`config.mk`:
```
export PLATFORM = sky130hd
export DESIGN_NAME = monitor_trace_buffer
export DESIGN_NICKNAME = d
export VERILOG_FILES = /design/src/rtl/trace_pkg.sv /design/src/rtl/trace_fifo.sv /design/src/rtl/monitor_trace_buffer.sv
export SDC_FILE = /design/constraint.sdc
export NUM_CORES = 1
export LEC_CHECK = 0
export BUFFER_PORTS_ARGS = -buffer_cell sky130_fd_sc_hd__buf_4
export CAP_MARGIN = 25
export CORE_ASPECT_RATIO = 0.6
export CORE_UTILIZATION = 40
export CTS_CLUSTER_SIZE = 20
export DETAILED_ROUTE_END_ITERATION = 16
export PLACE_DENSITY = 0.66
export SYNTH_ARGS = -nofsm -noshare
export SYNTH_HDL_FRONTEND = slang
export SYNTH_SLANG_ARGS = --single-unit
```
`constraint.sdc`:
```
create_clock -name clk -period 6.2 [get_ports clk]
set_input_delay 0.62 -clock clk [delete_from_list [all_inputs] [get_ports clk]]
set_output_delay 0.62 -clock clk [all_outputs]
set_load 0.02 [all_outputs]
```
`src/rtl/trace_pkg.sv`:
```
// Purpose: shared tags, drop-tracking state and entry layout for the trace buffer.
// Latency: n/a (types and constants only).
// Backpressure: n/a.
package trace_pkg;

    // Widths of the default build; the entry struct below is laid out with these.
    localparam int DATA_W = 32;
    localparam int TS_W   = 24;

    // Tag bit distinguishes captured events from lost-event markers.
    localparam logic TAG_EVENT = 1'b0;
    localparam logic TAG_DROP  = 1'b1;

    typedef enum logic {
        NORMAL   = 1'b0,
        DROPPING = 1'b1
    } drop_state_t;

    // Entry = {tag, timestamp, payload}, tag in the MSB.
    typedef struct packed {
        logic              tag;
        logic [TS_W-1:0]   ts;
        logic [DATA_W-1:0] data;
    } trace_entry_t;

endpackage

```
`src/rtl/trace_fifo.sv`:
```
// Purpose: single-clock FIFO holding trace entries, with synchronous flush.
// Latency: a push is visible at the head on the next cycle.
// Backpressure: pushes are ignored when full; pops are ignored when empty.
module trace_fifo #(
    parameter int DEPTH = 8,
    parameter int WIDTH = 57,
    localparam int CW   = $clog2(DEPTH+1),
    localparam int AW   = $clog2(DEPTH)
) (
    input  logic             clk,
    input  logic             rst,
    input  logic             i_flush,
    input  logic             i_push,
    input  logic [WIDTH-1:0] i_push_dat,
    input  logic             i_pop,
    output logic [WIDTH-1:0] o_head_dat,
    output logic             o_full,
    output logic             o_empty,
    output logic [CW-1:0]    o_count
);

    logic [WIDTH-1:0] r_mem [DEPTH];
    logic [AW-1:0]    r_wr_ptr;
    logic [AW-1:0]    r_rd_ptr;
    logic [CW-1:0]    r_count;
    logic             w_push;
    logic             w_pop;

    // Full/empty come from the registered count, so a pop never frees a slot
    // for a push in the same cycle.
    assign o_full     = (r_count == CW'(DEPTH));
    assign o_empty    = (r_count == '0);
    assign o_count    = r_count;
    assign w_push     = i_push & ~o_full & ~i_flush;
    assign w_pop      = i_pop & ~o_empty & ~i_flush;
    // Head is forced to zero when empty so stale storage never leaks out.
    assign o_head_dat = o_empty ? '0 : r_mem[r_rd_ptr];

    // Storage write; contents need no reset since empty masks the head.
    always_ff @(posedge clk) begin
        if (w_push) begin
            r_mem[r_wr_ptr] <= i_push_dat;
        end
    end

    // Pointer and occupancy bookkeeping; pointers wrap as DEPTH is a power of two.
    always_ff @(posedge clk or posedge rst) begin
        if (rst) begin
            r_wr_ptr <= '0;
            r_rd_ptr <= '0;
            r_count  <= '0;
        end else if (i_flush) begin
            r_wr_ptr <= '0;
            r_rd_ptr <= '0;
            r_count  <= '0;
        end else begin
            if (w_push) r_wr_ptr <= r_wr_ptr + 1'b1;
            if (w_pop)  r_rd_ptr <= r_rd_ptr + 1'b1;
            case ({w_push, w_pop})
                2'b10:   r_count <= r_count + CW'(1);
                2'b01:   r_count <= r_count - CW'(1);
                default: r_count <= r_count;
            endcase
        end
    end

endmodule

```
`src/rtl/monitor_trace_buffer.sv`:
```
// Purpose: timestamp rising edges of the SoC monitor level and queue them, reporting lost events with markers.
// Latency: edge in cycle N shows as a valid head entry in cycle N+1.
// Backpressure: when full, events are counted as drops and a marker is queued once a slot opens.
module monitor_trace_buffer
    import trace_pkg::*;
#(
    parameter int DATA_WIDTH = 32,
    parameter int TS_WIDTH   = 24,
    parameter int DEPTH      = 8,
    localparam int ENTRY_W   = 1 + TS_WIDTH + DATA_WIDTH,
    localparam int FILL_W    = $clog2(DEPTH+1)
) (
    input  logic                  clk,
    input  logic                  rst,
    input  logic                  enable_i,
    input  logic                  clear_i,
    input  logic                  monitor_valid_i,
    input  logic [DATA_WIDTH-1:0] event_data_i,
    output logic                  trace_valid_o,
    input  logic                  trace_ready_i,
    output logic [ENTRY_W-1:0]    trace_data_o,
    output logic [FILL_W-1:0]     fill_level_o,
    output logic                  overflow_o
);

    logic                  r_valid_q;
    logic [TS_WIDTH-1:0]   r_ts;
    drop_state_t           r_state;
    logic [DATA_WIDTH-1:0] r_drop_cnt;
    logic                  r_overflow;

    logic                  w_edge;
    logic                  w_full;
    logic                  w_empty;
    logic                  w_pop;
    logic                  w_push;
    logic [ENTRY_W-1:0]    w_push_dat;

    assign w_edge        = monitor_valid_i & ~r_valid_q & enable_i;
    assign w_pop         = trace_valid_o & trace_ready_i;
    assign trace_valid_o = ~w_empty;
    assign overflow_o    = r_overflow;

    // Select what (if anything) enters the FIFO: an event in NORMAL, a marker in DROPPING.
    always_comb begin
        w_push     = 1'b0;
        w_push_dat = '0;
        if (!clear_i && !w_full) begin
            if (r_state == NORMAL) begin
                w_push     = w_edge;
                w_push_dat = {TAG_EVENT, r_ts, event_data_i};
            end else begin
                w_push     = 1'b1;
                w_push_dat = {TAG_DROP, r_ts, r_drop_cnt};
            end
        end
    end

    // Previous monitor level; sampled even during clear so a held level makes no edge.
    always_ff @(posedge clk or posedge rst) begin
        if (rst) r_valid_q <= 1'b0;
        else     r_valid_q <= monitor_valid_i;
    end

    // Free-running timestamp, frozen while capture is disabled.
    always_ff @(posedge clk or posedge rst) begin
        if (rst)           r_ts <= '0;
        else if (clear_i)  r_ts <= '0;
        else if (enable_i) r_ts <= r_ts + 1'b1;
    end

    // Drop tracking: count events lost while full, hand off to a marker when space appears.
    always_ff @(posedge clk or posedge rst) begin
        if (rst) begin
            r_state    <= NORMAL;
            r_drop_cnt <= '0;
            r_overflow <= 1'b0;
        end else if (clear_i) begin
            r_state    <= NORMAL;
            r_drop_cnt <= '0;
            r_overflow <= 1'b0;
        end else begin
            case (r_state)
                NORMAL: begin
                    if (w_edge && w_full) begin
                        r_drop_cnt <= DATA_WIDTH'(1);
                        r_overflow <= 1'b1;
                        r_state    <= DROPPING;
                    end
                end
                DROPPING: begin
                    if (!w_full) begin
                        // The marker uses this cycle's slot, so a coinciding edge is itself lost.
                        if (w_edge) begin
                            r_drop_cnt <= DATA_WIDTH'(1);
                        end else begin
                            r_drop_cnt <= '0;
                            r_state    <= NORMAL;
                        end
                    end else if (w_edge && (r_drop_cnt != '1)) begin
                        r_drop_cnt <= r_drop_cnt + 1'b1;
                    end
                end
                default: r_state <= NORMAL;
            endcase
        end
    end

    trace_fifo #(
        .DEPTH (DEPTH),
        .WIDTH (ENTRY_W)
    ) u_fifo (
        .clk        (clk),
        .rst        (rst),
        .i_flush    (clear_i),
        .i_push     (w_push),
        .i_push_dat (w_push_dat),
        .i_pop      (w_pop),
        .o_head_dat (trace_data_o),
        .o_full     (w_full),
        .o_empty    (w_empty),
        .o_count    (fill_level_o)
    );

endmodule

```
==> qor.json, run 1 <==
{
  "grt": {
    "via_count_of_the_first_global_routing_pass": 11706,
    "wire_length_of_the_first_global_routing_pass_um": 74300,
    "groute.usage.overall_pct": 18.0,
    "grt_antenna_before_repair": 0,
    "largest_net_degree_at_the_start_of_global_routing": 60,
    "grt_overflow_total": 0
  },
  "power": {
    "vdd_drop_max_mv": 0.344,
    "cellLeakagePower_nw": 8.07,
    "finalPower_mw": 9.24,
    "power_density_over_the_cells_mw_per_mm2": 369
  },
  "place": {
    "place.detailed.hpwl_um": 29700,
    "place.detailed.instances": 2018,
    "gp_routability_congestion": 0.828,
    "postPlaceCellArea_mm2": 0.0234,
    "io_buffer_count": 100
  },
  "worst_setup_path": {
    "critPathKind": "flop to output pin",
    "regToRegStartpoint": "u_fifo.o_count[1]",
    "worst-endpoint-arrival_ns": 3.30,
    "critical_path.startpoint": "u_fifo.r_rd_ptr[0]",
    "critical_path_sink_type": "output pin",
    "worstPathRequired_ns": 5.58,
    "critPathMaxFanout": 41,
    "setup.reg_to_reg.worst_slack_ns": 2.57,
    "worst_setup_path_start_kind": "flop"
  },
  "drt": {
    "wl_per_cell_um": 23.3,
    "drt_wl_total_um": 49000,
    "detail_route.vias_per_cell": 5.58,
    "drcViolationCount": 0,
    "postRouteAntennaNets": 0,
    "dr_total_vias": 11740,
    "drt_first_pass_iters": 5,
    "detailedRoute.firstIterationViolations": 1219
  },
  "synthesis": {
    "ys_top_cells_by_area": "sky130_fd_sc_hd__edfxtp_1 (63%), sky130_fd_sc_hd__mux4_2 (12%), sky130_fd_sc_hd__dfrtp_1 (7.9%), sky130_fd_sc_hd__mux2i_1 (4.4%), sky130_fd_sc_hd__nor2_1 (2.5%)",
    "yosys_warnings": 0,
    "synth_commonest_cells": "sky130_fd_sc_hd__edfxtp_1 (456), sky130_fd_sc_hd__nor2_1 (147), sky130_fd_sc_hd__mux4_2 (114), sky130_fd_sc_hd__mux2i_1 (96), sky130_fd_sc_hd__dfrtp_1 (69)",
    "postSynthRegisterBits": 525,
    "synth_enable_flop_cells": 456,
    "top_count_cell_post_synth": "sky130_fd_sc_hd__edfxtp_1",
    "synth_largest_type_area_fraction_pct": 62.9,
    "post_synth.cell_area_avg_um2": 17.3,
    "synth_top_area_cell": "sky130_fd_sc_hd__edfxtp_1",
    "synth_fp_nets": 1306,
    "ys_seq_area_share_pct": 70.8,
    "post_synth_instance_area_mm2": 0.0218,
    "postSynthCellCount": 1262,
    "synth-async-reset-ratio_pct": 13.1,
    "synth_top_flop_cell": "sky130_fd_sc_hd__edfxtp_1",
    "yosys.cell_types.count": 54
  },
  "finish": {
    "final_layout_size_suffix_gt1_share_pct": 24.0,
    "final_cell_count_no_fill": 2105,
    "synthToLayoutAreaGrowth_pct": 14.9,
    "finish.instance_area_mm2": 0.0250,
    "diodes": 0,
    "layout.nets": 1410,
    "layout.filler_cells": 4460,
    "postLayoutCoreUtil_pct": 47.1
  },
  "run": {
    "max_cap_violations": 0
  },
  "floorplanning": {
    "std_cell_rows": 65,
    "die_span_in_x_um": 303,
    "placeableCoreArea_mm2": 0.0531,
    "boundaryPins": 101,
    "chipHeight_um": 183,
    "initial_core_util_pct": 41.0,
    "die_outline_area_mm2": 0.0554
  },
  "timing": {
    "setup-violations-final": 0,
    "timing.slew.headroom_pct": 33.1,
    "final_period_minus_worst_setup_slack_ns": 3.92,
    "setup_tns_ns": 0,
    "timing.final.crit_share_pct": 63.3,
    "hold_viol": 0,
    "max_slew.worst_pin.slew_ns": 0.997,
    "clock_skew_ns": 0.0298,
    "rsz0062_at_grt": "false",
    "timing.fmax_ghz": 0.255,
    "slew_limit_fails": 0
  },
  "clock_tree": {
    "clk_transition_reported_paths_ns": 0.06,
    "htreeDepth": 2,
    "post_cts.repair.setup_buffers": 0,
    "cts_resized": 0,
    "cts_made_buffers": 47,
    "post_cts_hold_buffer_count": 1,
    "clock_path_buffers": 3,
    "num_clock_sinks": 525,
    "clock_tree.root_cell": "sky130_fd_sc_hd__clkbuf_16",
    "insertion_delay_ns": 0.59,
    "tritoncts_clock_tree": "done"
  },
  "hold_path": {
    "min-delay-start": "monitor_valid_i",
    "hp-class": "input pin to flop"
  },
  "outcome": {
    "run_status": "finished, final reports clean"
  }
}
==> state kept, by name, summed over array words and instances (netlist names) <==
register	flops
r_valid_q	1
u_fifo.r_rd_ptr	3
r_state	1
overflow_o	1
u_fifo.o_count	4
u_fifo.r_wr_ptr	3
r_ts	24
u_fifo.r_mem	456
r_drop_cnt	32
==> kinds of logic after synthesis <==
group | synth area share, %
DFF | 70.8
and+or+nand+nor | 7.76
muxes | 16.2
buffers and inverters | 1.65
AOI/OAI and AO/OA | 2.21
xor gates and xnor gates | 1.01
adders and majority gates | 0.345
==> path summary, 6_finish.rpt <==
| check | end | depth (start not counted) |
|---|---|---|
| worst max-delay path | trace_data_o[31] | 5 |
| worst min-delay path | r_valid_q | 1 |
| worst max register to register | u_fifo.o_count[2] | 12 |
| worst min register to register | u_fifo.r_wr_ptr[0] | 2 |
| max in group asynchronous | u_fifo.r_rd_ptr[0] | 4 |
| min in group asynchronous | r_ts[22] | 3 |
==> where the power goes <==
group / total (mW) / switching [mW] / internal [mW]
clock network: 2.97 / 1.31 / 1.66
registers: 4.04 / 0.101 / 3.93
logic: 2.23 / 1.34 / 0.892
==> through the flow <==
stage | hold WS (ns) | setup WS, ns
floorplan | 0.486 | 1.43
CTS | 0.134 | 2.13
global route | 0.135 | 1.96
global placement | 0.526 | 2.70
finish | 0.161 | 2.28
detailed placement | 0.521 | 2.58
==> worst max-delay path, stage by stage, from the launching register on <==
cell and delay [ns]:
sky130_fd_sc_hd__dfrtp_4 0.98, sky130_fd_sc_hd__buf_4 0.62, sky130_fd_sc_hd__mux4_2 0.59, sky130_fd_sc_hd__mux2i_1 0.25, sky130_fd_sc_hd__nor2_1 0.07, sky130_fd_sc_hd__buf_4 0.19
==> cell usage in the layout (no fill, tap or decap), drive strengths merged, types with 6 or more instances in the layout <==
cell type / Yosys / layout
a21oi: 27 / 27
and2: 21 / 21
and3: 9 / 9
buf: 35 / 127
bufinv: 0 / 6
clkbuf: 38 / 53
clkinv: 0 / 21
dfrtp: 69 / 69
edfxtp: 456 / 456
ha: 6 / 6
inv: 11 / 12
mux2i: 96 / 96
mux4: 114 / 114
nand2: 33 / 33
nand3: 31 / 31
nand4: 15 / 15
nor2: 149 / 149
nor3: 19 / 19
nor4: 12 / 12
o21ai: 9 / 9
o31ai: 21 / 21
or3: 11 / 11
or4: 20 / 20
xnor2: 16 / 16
xor2: 9 / 9
==> area by class of cell <==
cell class / instances / area, um^2 / share of cell area [%]
inverters: 11 / 41.3 / 0.165
clock buffers: 53 / 1210 / 4.83
multi-input cells: 653 / 6070 / 24.3
flip-flops and latches: 525 / 15400 / 61.7
clock inverters: 32 / 350 / 1.40
repair buffers: 128 / 1030 / 4.13
well taps: 703 / 880 / 3.52
==> metal layers <==
| layer | part of all wire, % | global-route usage [%] | up-vias |
|---|---|---|---|
| li1 | - | - | 5194 |
| met1 | 46 | 27.6 | 6124 |
| met2 | 46 | 26.8 | 362 |
| met3 | 6.3 | 3.54 | 60 |
| met4 | 1.5 | 3.32 | 0 |
| met5 | 0 | 0 | - |
Note: power is estimated with default switching activity, not from simulation.
==> run 2, diff against run 1 <==
--- a/config.mk
+++ b/config.mk
@@ -11,7 +11,7 @@
 export CORE_UTILIZATION = 40
 export CTS_CLUSTER_SIZE = 20
 export DETAILED_ROUTE_END_ITERATION = 16
-export PLACE_DENSITY = 0.66
+export PLACE_DENSITY = 0.64
 export SYNTH_ARGS = -nofsm -noshare
 export SYNTH_HDL_FRONTEND = slang
 export SYNTH_SLANG_ARGS = --single-unit
==> constraint.sdc (replaced) <==
create_clock -name clk -period 4 [get_ports clk]
set_input_delay 0.4 -clock clk [delete_from_list [all_inputs] [get_ports clk]]
set_output_delay 0.4 -clock clk [all_outputs]
set_load 0.02 [all_outputs]
==> run 2 against run 1 <==
Effect of this change:
- total power rose by 53%
- combinational power rose by 56%
- flip-flop and latch count did not move
- via count rose by 0.43%
- routed wire length rose by 1.3%
- global-route usage rose by 0.30 points
- clock power rose by 51%
- largest power group unchanged
- non-clock buffer count rose by 6
- sequential power rose by 53%
==> qor.json, run 2 (same netlist as run 1, synthesis figures left out) <==
{
  "finish": {
    "diodes": 0,
    "synthToLayoutAreaGrowth_pct": 14.9,
    "postLayoutCoreUtil_pct": 47.1,
    "final_layout_size_suffix_gt1_share_pct": 23.9,
    "max_ffs_per_register": 456,
    "finish.instance_area_mm2": 0.0250,
    "layout.cells.most_common_list": "sky130_fd_sc_hd__edfxtp_1 (456), sky130_fd_sc_hd__nor2_1 (140), sky130_fd_sc_hd__buf_4 (126)",
    "max_flop_register": "u_fifo.r_mem",
    "layout.filler_cells": 4461,
    "final_cell_count_no_fill": 2110,
    "layout.cells.most_common": "sky130_fd_sc_hd__edfxtp_1",
    "layout.nets": 1414,
    "largest_registers": "u_fifo.r_mem x456, r_drop_cnt x32, r_ts x24"
  },
  "drt": {
    "dr_total_vias": 11790,
    "detail_route.vias_per_cell": 5.59,
    "drcViolationCount": 0,
    "drt_first_pass_iters": 6,
    "drt_wl_total_um": 49700,
    "detailedRoute.firstIterationViolations": 1058,
    "wl_per_cell_um": 23.5,
    "postRouteAntennaNets": 0
  },
  "hold_path": {
    "hp-class": "input pin to flop"
  },
  "timing": {
    "hold_viol": 0,
    "setup_tns_ns": 0,
    "timing.final.crit_share_pct": 78.1,
    "whs_ns": 0.128,
    "max_slew.worst_pin.slew_ns": 0.908,
    "final_period_minus_worst_setup_slack_ns": 3.12,
    "slew_limit_fails": 0,
    "layout_setup_ws_ns": 0.877,
    "clock_skew_ns": 0.0142,
    "timing.slew.headroom_pct": 39.5,
    "rsz0062_at_grt": "false",
    "setup-violations-final": 0,
    "timing.fmax_ghz": 0.320
  },
  "clock_tree": {
    "clock_path_buffers": 3,
    "num_clock_sinks": 525,
    "cts_made_buffers": 45,
    "htreeDepth": 2,
    "clk_transition_reported_paths_ns": 0.07,
    "clock_tree.root_cell": "sky130_fd_sc_hd__clkbuf_16",
    "post_cts.repair.setup_buffers": 0,
    "tritoncts_clock_tree": "done",
    "insertion_delay_ns": 0.56
  },
  "power": {
    "cellLeakagePower_nw": 8.09,
    "power_density_over_the_cells_mw_per_mm2": 566,
    "vdd_drop_max_mv": 0.498,
    "finalPower_mw": 14.2
  },
  "worst_setup_path": {
    "worst_setup_path_start_kind": "flop",
    "worstPathRequired_ns": 3.60,
    "worst-endpoint-arrival_ns": 2.72,
    "critPathKind": "flop to output pin",
    "critPathMaxFanout": 27,
    "critical_path_sink_type": "output pin"
  },
  "place": {
    "place.detailed.instances": 2024,
    "postPlaceCellArea_mm2": 0.0235,
    "io_buffer_count": 100,
    "place.detailed.hpwl_um": 28900,
    "gp_routability_congestion": 0.861,
    "preCtsSetupSlack_ns": 1.06
  },
  "floorplanning": {
    "die_outline_area_mm2": 0.0554,
    "placeableCoreArea_mm2": 0.0531,
    "boundaryPins": 101,
    "std_cell_rows": 65,
    "initial_core_util_pct": 41.0,
    "die_span_in_x_um": 303,
    "chipHeight_um": 183
  },
  "run": {
    "max_cap_violations": 0
  },
  "grt": {
    "gr_met3_demand_resource_pct": 2.64,
    "grt_antenna_before_repair": 0,
    "groute.usage.overall_pct": 18.3,
    "largest_net_degree_at_the_start_of_global_routing": 58,
    "via_count_of_the_first_global_routing_pass": 11856,
    "grt.busiest_layer": "met1",
    "wire_length_of_the_first_global_routing_pass_um": 75800,
    "globalRouteMet1Util_pct": 27.9,
    "grt_overflow_total": 0,
    "grt_util_met2_pct": 27.9
  },
  "outcome": {
    "run_status": "finished, final reports clean"
  }
}
## run 2: cell types whose count changed in the layout (fill, tap and decap cells not counted), sizes merged
cell / delta
dlygate4sd3: +1
clkbuf: +18
clkinv: -12
bufinv: -3
buf: +5
clkinvlp: -4
## run 2: worst max-delay path, cell delays in order, from the launching register on
cell and delay (ns):
sky130_fd_sc_hd__dfrtp_4 0.77, sky130_fd_sc_hd__buf_4 0.32, sky130_fd_sc_hd__mux4_2 0.34, sky130_fd_sc_hd__mux2i_1 0.44, sky130_fd_sc_hd__nor2_1 0.10, sky130_fd_sc_hd__buf_4 0.20
## run 2: final timing paths
kind	depth (start not counted)	end	slack [ns]	startpoint
worst min-delay path	3	u_fifo.r_rd_ptr[1]	0.13	trace_ready_i
max in group asynchronous	4	u_fifo.r_rd_ptr[0]	2.40	rst
worst max-delay path	5	trace_data_o[54]	0.88	u_fifo.r_rd_ptr[1]
worst max register to register	9	u_fifo.o_count[3]	1.01	u_fifo.o_count[1]
worst min register to register	2	overflow_o	0.51	overflow_o
min in group asynchronous	3	r_drop_cnt[14]	0.50	rst
## run 2: final cells by class
class,instances,area [um^2],area share (%)
Sequential cell,525,15400,61.7
Multi-Input combinational cell,653,6070,24.3
Clock buffer,71,1380,5.51
Timing Repair Buffer,134,1080,4.31
Tap cell,703,880,3.52
Clock inverter,13,140,0.560
Inverter,11,41.3,0.165
## run 2: per-layer routing
layer,up-vias,wire length [um]
met5,-,0
met3,68,2590
met4,0,942
li1,5211,-
met2,365,22600
met1,6146,23600
## run 2: power by group
part	switching (mW)	total [mW]	internal (mW)
Clock	1.91	4.48	2.57
Sequential	0.100	6.20	6.10
Combinational	2.08	3.48	1.40
## run 2: timing repair
action	in CTS	in global routing
hold buffers	2	0
hold endpoints to repair	28	0
endpoints found under the setup margin	0	0
gates resized for setup	0	0
